<file path="config.mk">
export PLATFORM = sky130hd
export DESIGN_NAME = frame_fill_ctrl
export DESIGN_NICKNAME = d
export VERILOG_FILES = /design/src/rtl/frame_fill_ctrl.sv
export SDC_FILE = /design/constraint.sdc
export NUM_CORES = 1
export LEC_CHECK = 0
export CAP_MARGIN = 20
export CORE_MARGIN = 8
export CORE_UTILIZATION = 30
export DETAILED_ROUTE_END_ITERATION = 10
export HOLD_SLACK_MARGIN = 0.08
export SYNTH_ARGS = -nofsm -noshare
export SYNTH_HDL_FRONTEND = slang
export SYNTH_SLANG_ARGS = --single-unit
</file>
<file path="constraint.sdc">
create_clock -name clk -period 2.2 [get_ports clk]
set_input_delay 0.44 -clock clk [delete_from_list [all_inputs] [get_ports clk]]
set_output_delay 0.44 -clock clk [all_outputs]
set_load 0.01 [all_outputs]
</file>
<file path="src/rtl/frame_fill_ctrl.sv">
// Per-frame raster sequencer: feeds coordinates to the metaball pipeline, maps returned
// field values to pixel colours and hands the finished back buffer over via swap handshake.
// Define FRAME_FILL_GRADIENT_EN for shaded (field MSB slice) colours instead of binary lit/unlit.
module frame_fill_ctrl #(
    parameter int unsigned        WIDTH   = 32,
    parameter int unsigned        HEIGHT  = 16,
    parameter int unsigned        FIELD_W = 16,
    parameter int unsigned        PIXEL_W = 8,
    parameter logic [FIELD_W-1:0] THRESH  = 16'h4000,
    parameter int unsigned        MAX_OUT = 4
) (
    input  logic                              clk,
    input  logic                              rst,
    input  logic                              frame_start,
    output logic                              busy,
    output logic [$clog2(WIDTH)-1:0]          px_x,
    output logic [$clog2(HEIGHT)-1:0]         px_y,
    output logic                              px_valid,
    input  logic                              px_ready,
    input  logic                              field_valid,
    input  logic [FIELD_W-1:0]                field_in,
    output logic                              wr_en,
    output logic [$clog2(WIDTH*HEIGHT)-1:0]   wr_addr,
    output logic [PIXEL_W-1:0]                wr_data,
    output logic                              swap_req,
    input  logic                              swap_ack,
    output logic                              err
);
    localparam int unsigned XW = $clog2(WIDTH);
    localparam int unsigned YW = $clog2(HEIGHT);
    localparam int unsigned AW = $clog2(WIDTH*HEIGHT);
    localparam int unsigned OW = $clog2(MAX_OUT+1);
    localparam logic [XW-1:0] X_LAST = XW'(WIDTH-1);
    localparam logic [YW-1:0] Y_LAST = YW'(HEIGHT-1);
    localparam logic [AW-1:0] A_LAST = AW'(WIDTH*HEIGHT-1);
    localparam logic [OW-1:0] O_MAX  = OW'(MAX_OUT);

    typedef enum logic [1:0] {IDLE, SCAN, DRAIN, SWAP} state_t;

    state_t             state_q, state_d;
    logic [XW-1:0]      x_q, x_d;
    logic [YW-1:0]      y_q, y_d;
    logic [OW-1:0]      outst_q, outst_d;
    logic               wr_en_q, wr_en_d;
    logic [AW-1:0]      wr_addr_q, wr_addr_d;
    logic [PIXEL_W-1:0] wr_data_q, wr_data_d;
    logic               err_q, err_d;
    logic               holdoff_q, holdoff_d;
    logic               xfer, ret;
    logic [PIXEL_W-1:0] colour;

    always_ff @(posedge clk) begin
        if (rst) begin
            state_q   <= IDLE;
            x_q       <= '0;
            y_q       <= '0;
            outst_q   <= '0;
            wr_en_q   <= 1'b0;
            wr_addr_q <= '0;
            wr_data_q <= '0;
            err_q     <= 1'b0;
            holdoff_q <= 1'b0;
        end else begin
            state_q   <= state_d;
            x_q       <= x_d;
            y_q       <= y_d;
            outst_q   <= outst_d;
            wr_en_q   <= wr_en_d;
            wr_addr_q <= wr_addr_d;
            wr_data_q <= wr_data_d;
            err_q     <= err_d;
            holdoff_q <= holdoff_d;
        end
    end

    always_comb begin
        state_d   = state_q;
        x_d       = x_q;
        y_d       = y_q;
        outst_d   = outst_q;
        wr_addr_d = wr_addr_q;
        wr_data_d = wr_data_q;
        err_d     = err_q;
        holdoff_d = 1'b0;

`ifdef FRAME_FILL_GRADIENT_EN
        colour = (field_in >= THRESH) ? field_in[FIELD_W-1 -: PIXEL_W] : '0;
`else
        colour = (field_in >= THRESH) ? '1 : '0;
`endif

        px_valid = (state_q == SCAN) && (outst_q != O_MAX);
        xfer     = px_valid && px_ready;
        // A result with nothing outstanding is stray (e.g. in flight across a reset).
        ret      = field_valid && (outst_q != '0);

        if (xfer) begin
            if (x_q == X_LAST) begin
                x_d = '0;
                y_d = (y_q == Y_LAST) ? '0 : y_q + 1'b1;
            end else begin
                x_d = x_q + 1'b1;
            end
        end

        if (xfer && !ret)      outst_d = outst_q + 1'b1;
        else if (!xfer && ret) outst_d = outst_q - 1'b1;

        if (field_valid && !ret) err_d = 1'b1;

        wr_en_d = ret;
        if (ret)     wr_data_d = colour;
        if (wr_en_q) wr_addr_d = (wr_addr_q == A_LAST) ? '0 : wr_addr_q + 1'b1;

        case (state_q)
            IDLE: begin
                // holdoff blocks a restart on the very cycle busy falls
                if (frame_start && !holdoff_q) begin
                    state_d   = SCAN;
                    x_d       = '0;
                    y_d       = '0;
                    wr_addr_d = '0;
                end
            end
            SCAN:    if (xfer && x_q == X_LAST && y_q == Y_LAST) state_d = DRAIN;
            DRAIN:   if (wr_en_q && wr_addr_q == A_LAST) state_d = SWAP;
            SWAP: begin
                if (swap_ack) begin
                    state_d   = IDLE;
                    holdoff_d = 1'b1;
                end
            end
            default: state_d = IDLE;
        endcase

        busy     = (state_q != IDLE);
        swap_req = (state_q == SWAP);
        px_x     = x_q;
        px_y     = y_q;
        wr_en    = wr_en_q;
        wr_addr  = wr_addr_q;
        wr_data  = wr_data_q;
        err      = err_q;
    end
endmodule
</file>
==> flow_summary.json <==
{
  "status": "finished, final reports clean",
  "grt_pass1_wl_um": 4823,
  "dieArea_mm2": 0.007094,
  "cellLeakagePower_nw": 0.7776,
  "slowest_stage": "clkdlybuf4s50_1",
  "synthTopCellsByCount": "nor2_1, dfxtp_1, ha_1",
  "drt_wl_total_um": 2881,
  "totalNegativeSetupSlack_ps": 0,
  "worst-setup-path-type": "primary input to register",
  "antenna_found_initial": 0,
  "dpl_cell_area_mm2": 0.001856,
  "r2r_start": "outst_q[2]$_SDFFE_PP0P_",
  "dp_slack_ps": -324.5,
  "fin_nets": 232,
  "yosysMostFrequentCell": "nor2_1",
  "firstDrtPassIters": 4,
  "clockBufferDepth": 2,
  "rows": 25,
  "die_y_um": 84.23,
  "vias_per_cell": 4.506,
  "swShare": 0.3392,
  "synth_area_leaders": "dfxtp_1, ha_1, nor2_1",
  "grt_max_degree": 16,
  "comb_power_share": 0.450,
  "seq_area_frac_synth": 0.3871,
  "grt_pass1_vias": 1054,
  "synth-edff-count": 0,
  "path_clk_slew_ps": 90,
  "netlist.area_leader.share": 0.3871,
  "yosysTopAreaCell": "dfxtp_1",
  "diodes": 0,
  "cp.arrival_ps": 2360,
  "place.gp.congestion": 0.7733,
  "io_buffers": 38,
  "fin_crit_ps": 2147,
  "path_cells": "clkdlybuf4s50_1, o31ai_2, ha_2, inv_1, fa_1, xor2_1, or3_2, a21oi_2",
  "start_kind": "primary input",
  "hp-class": "register to register",
  "grt-ovfl-total": 0,
  "peakVddDrop_mv": 0.3747,
  "hold_start": "err$_SDFFE_PP0P_",
  "crit_family": "adder cells",
  "synth_warnings": 0,
  "htreeDepth": 1,
  "final_cell_area_mm2": 0.001931,
  "synth_fp_nets": 188,
  "powerDensity_mw_per_mm2": 852.8,
  "slew_headroom": 0.7949,
  "netlist_instances": 154,
  "post-route-util": 0.4199,
  "min_period_over_period": 0.9758,
  "drive_gt1_frac": 0.1675,
  "cp_data_required_time_ps": 2410,
  "power.net_switching_mw": 0.5584,
  "crit_fanout": 2,
  "final_cells": 251,
  "worstSetupStartpoint": "field_valid",
  "syn2layout_area_growth_pct": 38.26,
  "rsz0062_at_grt": "no",
  "ant_nets": 0,
  "setup_viol": 0,
  "path_buf_inv": 2,
  "routed-via-count": 1131,
  "clock-sinks": 27,
  "cts_setup_buffers": 0,
  "grt_usage": 0.07958,
  "p_clk_frac": 0.169,
  "ioPinCount": 53,
  "finClkSkew_ps": 2.261,
  "coreArea_mm2": 0.004598,
  "ys.flop_type": "dfxtp_1",
  "max_freq_mhz": 465.8,
  "drt-initial-drc-count": 38,
  "cts_buffers": 3,
  "worst_slew_pin_slew_ps": 307.0,
  "power_frac_seq": 0.381,
  "cpPeakStageDelay_ps": 450,
  "synthesis.area_mm2": 0.001396,
  "wire_per_inst_um": 11.48,
  "power_mw": 1.646,
  "p_int_mw": 1.088,
  "ys_types": 35,
  "cap_violations": 0,
  "cts-root-buf": "clkbuf_8",
  "worstSetupEndpointType": "register",
  "synth_seq_cells": 27,
  "start_util": 0.3037,
  "syn_avg_cell_area_um2": 9.067,
  "async_flop_share": 0,
  "clkLatencyLatePin_ps": 270,
  "setup_ws_ps": 53.22,
  "drc_errors": 0,
  "hold_viol_final": 0,
  "die_w_um": 84.23,
  "whs_ps": 491.8,
  "dp_hpwl_um": 2322,
  "place_inst": 247,
  "drv_slew": 0,
  "holdBufCountCts": 0,
  "tritoncts": "yes"
}
-- per-layer routing --
layer / global-route usage / wire length (µm)
met5: 0 / 0
met4: 0.03768 / 44
met3: 0.01936 / 108
met2: 0.1351 / 1358
met1: 0.09081 / 1369
-- worst register-to-register path: stages (launching register included) --
cell     delay [ps]
dfxtp_2         350
or3b_4          240
nand3_2          80
inv_1            60
ha_2            170
inv_1            50
fa_1            360
xor2_1          170
or3_2           420
a21oi_2         130
-- cells in the final DEF, fill, tap and decap left out, drive strengths merged, types with 3 or more instances in the layout --
| master | count |
|---|---|
| clkdlybuf4s50 | 36 |
| nor2 | 29 |
| dfxtp | 27 |
| buf | 12 |
| ha | 11 |
| xor2 | 8 |
| mux2i | 8 |
| a21oi | 8 |
| nand2 | 6 |
| inv | 6 |
| nand3 | 6 |
| nand2b | 5 |
| nand4 | 4 |
| o21ai | 3 |
| xnor2 | 3 |
| clkbuf | 3 |
| and3 | 3 |
| or3 | 3 |
-- registers in the layout, summed over array words and instances, names as in the netlist --
register / count
outst_q: 3
wr_data: 1
holdoff_q: 1
err: 1
wr_addr: 9
px_x: 5
state_q: 2
px_y: 4
wr_en: 1
-- worst paths after layout --
check                                  to  cells after the start  slack [ps]
hold reg to reg          err$_SDFFE_PP0P_                      2         490
setup reg to reg  outst_q[2]$_SDFFE_PP0P_                      9         100
setup / recovery  outst_q[2]$_SDFFE_PP0P_                      8          50
hold / removal           err$_SDFFE_PP0P_                      2         490
-- cell type report --
class	count	area (µm²)
Inverter	6	22.52
Sequential cell	27	545.5
Clock inverter	1	5.005
Multi-Input combinational cell	110	780.7
Fill cell	476	2668
Clock buffer	3	41.29
Timing Repair Buffer	50	467.9
Tap cell	54	67.56
-- power groups by stage --
stage               sequential, mW  clock, mW  combinational [mW]
floorplan                    0.626          0               0.459
CTS                          0.615      0.291               0.721
detailed placement           0.624          0               0.729
finish                       0.628      0.278               0.740
global placement             0.623          0               0.720
global route                 0.640      0.315               0.819
-- logic make-up after synthesis --
| logic type | synth area share |
|---|---|
| AO/OA/AOI/OAI | 0.07527 |
| AND/OR/NAND/NOR | 0.2258 |
| multiplexers | 0.05735 |
| buffers and inverters | 0.07258 |
| XOR/XNOR | 0.06900 |
| adder cells (fa/ha/maj) | 0.1129 |
| flip-flops | 0.3871 |
-- timing repair --
item,in CTS,in global routing
resized for setup,3,10
endpoints found under the setup margin,2,1
pin swaps,0,0
gates cloned,0,0
Note: power is estimated with default switching activity, not from simulation.
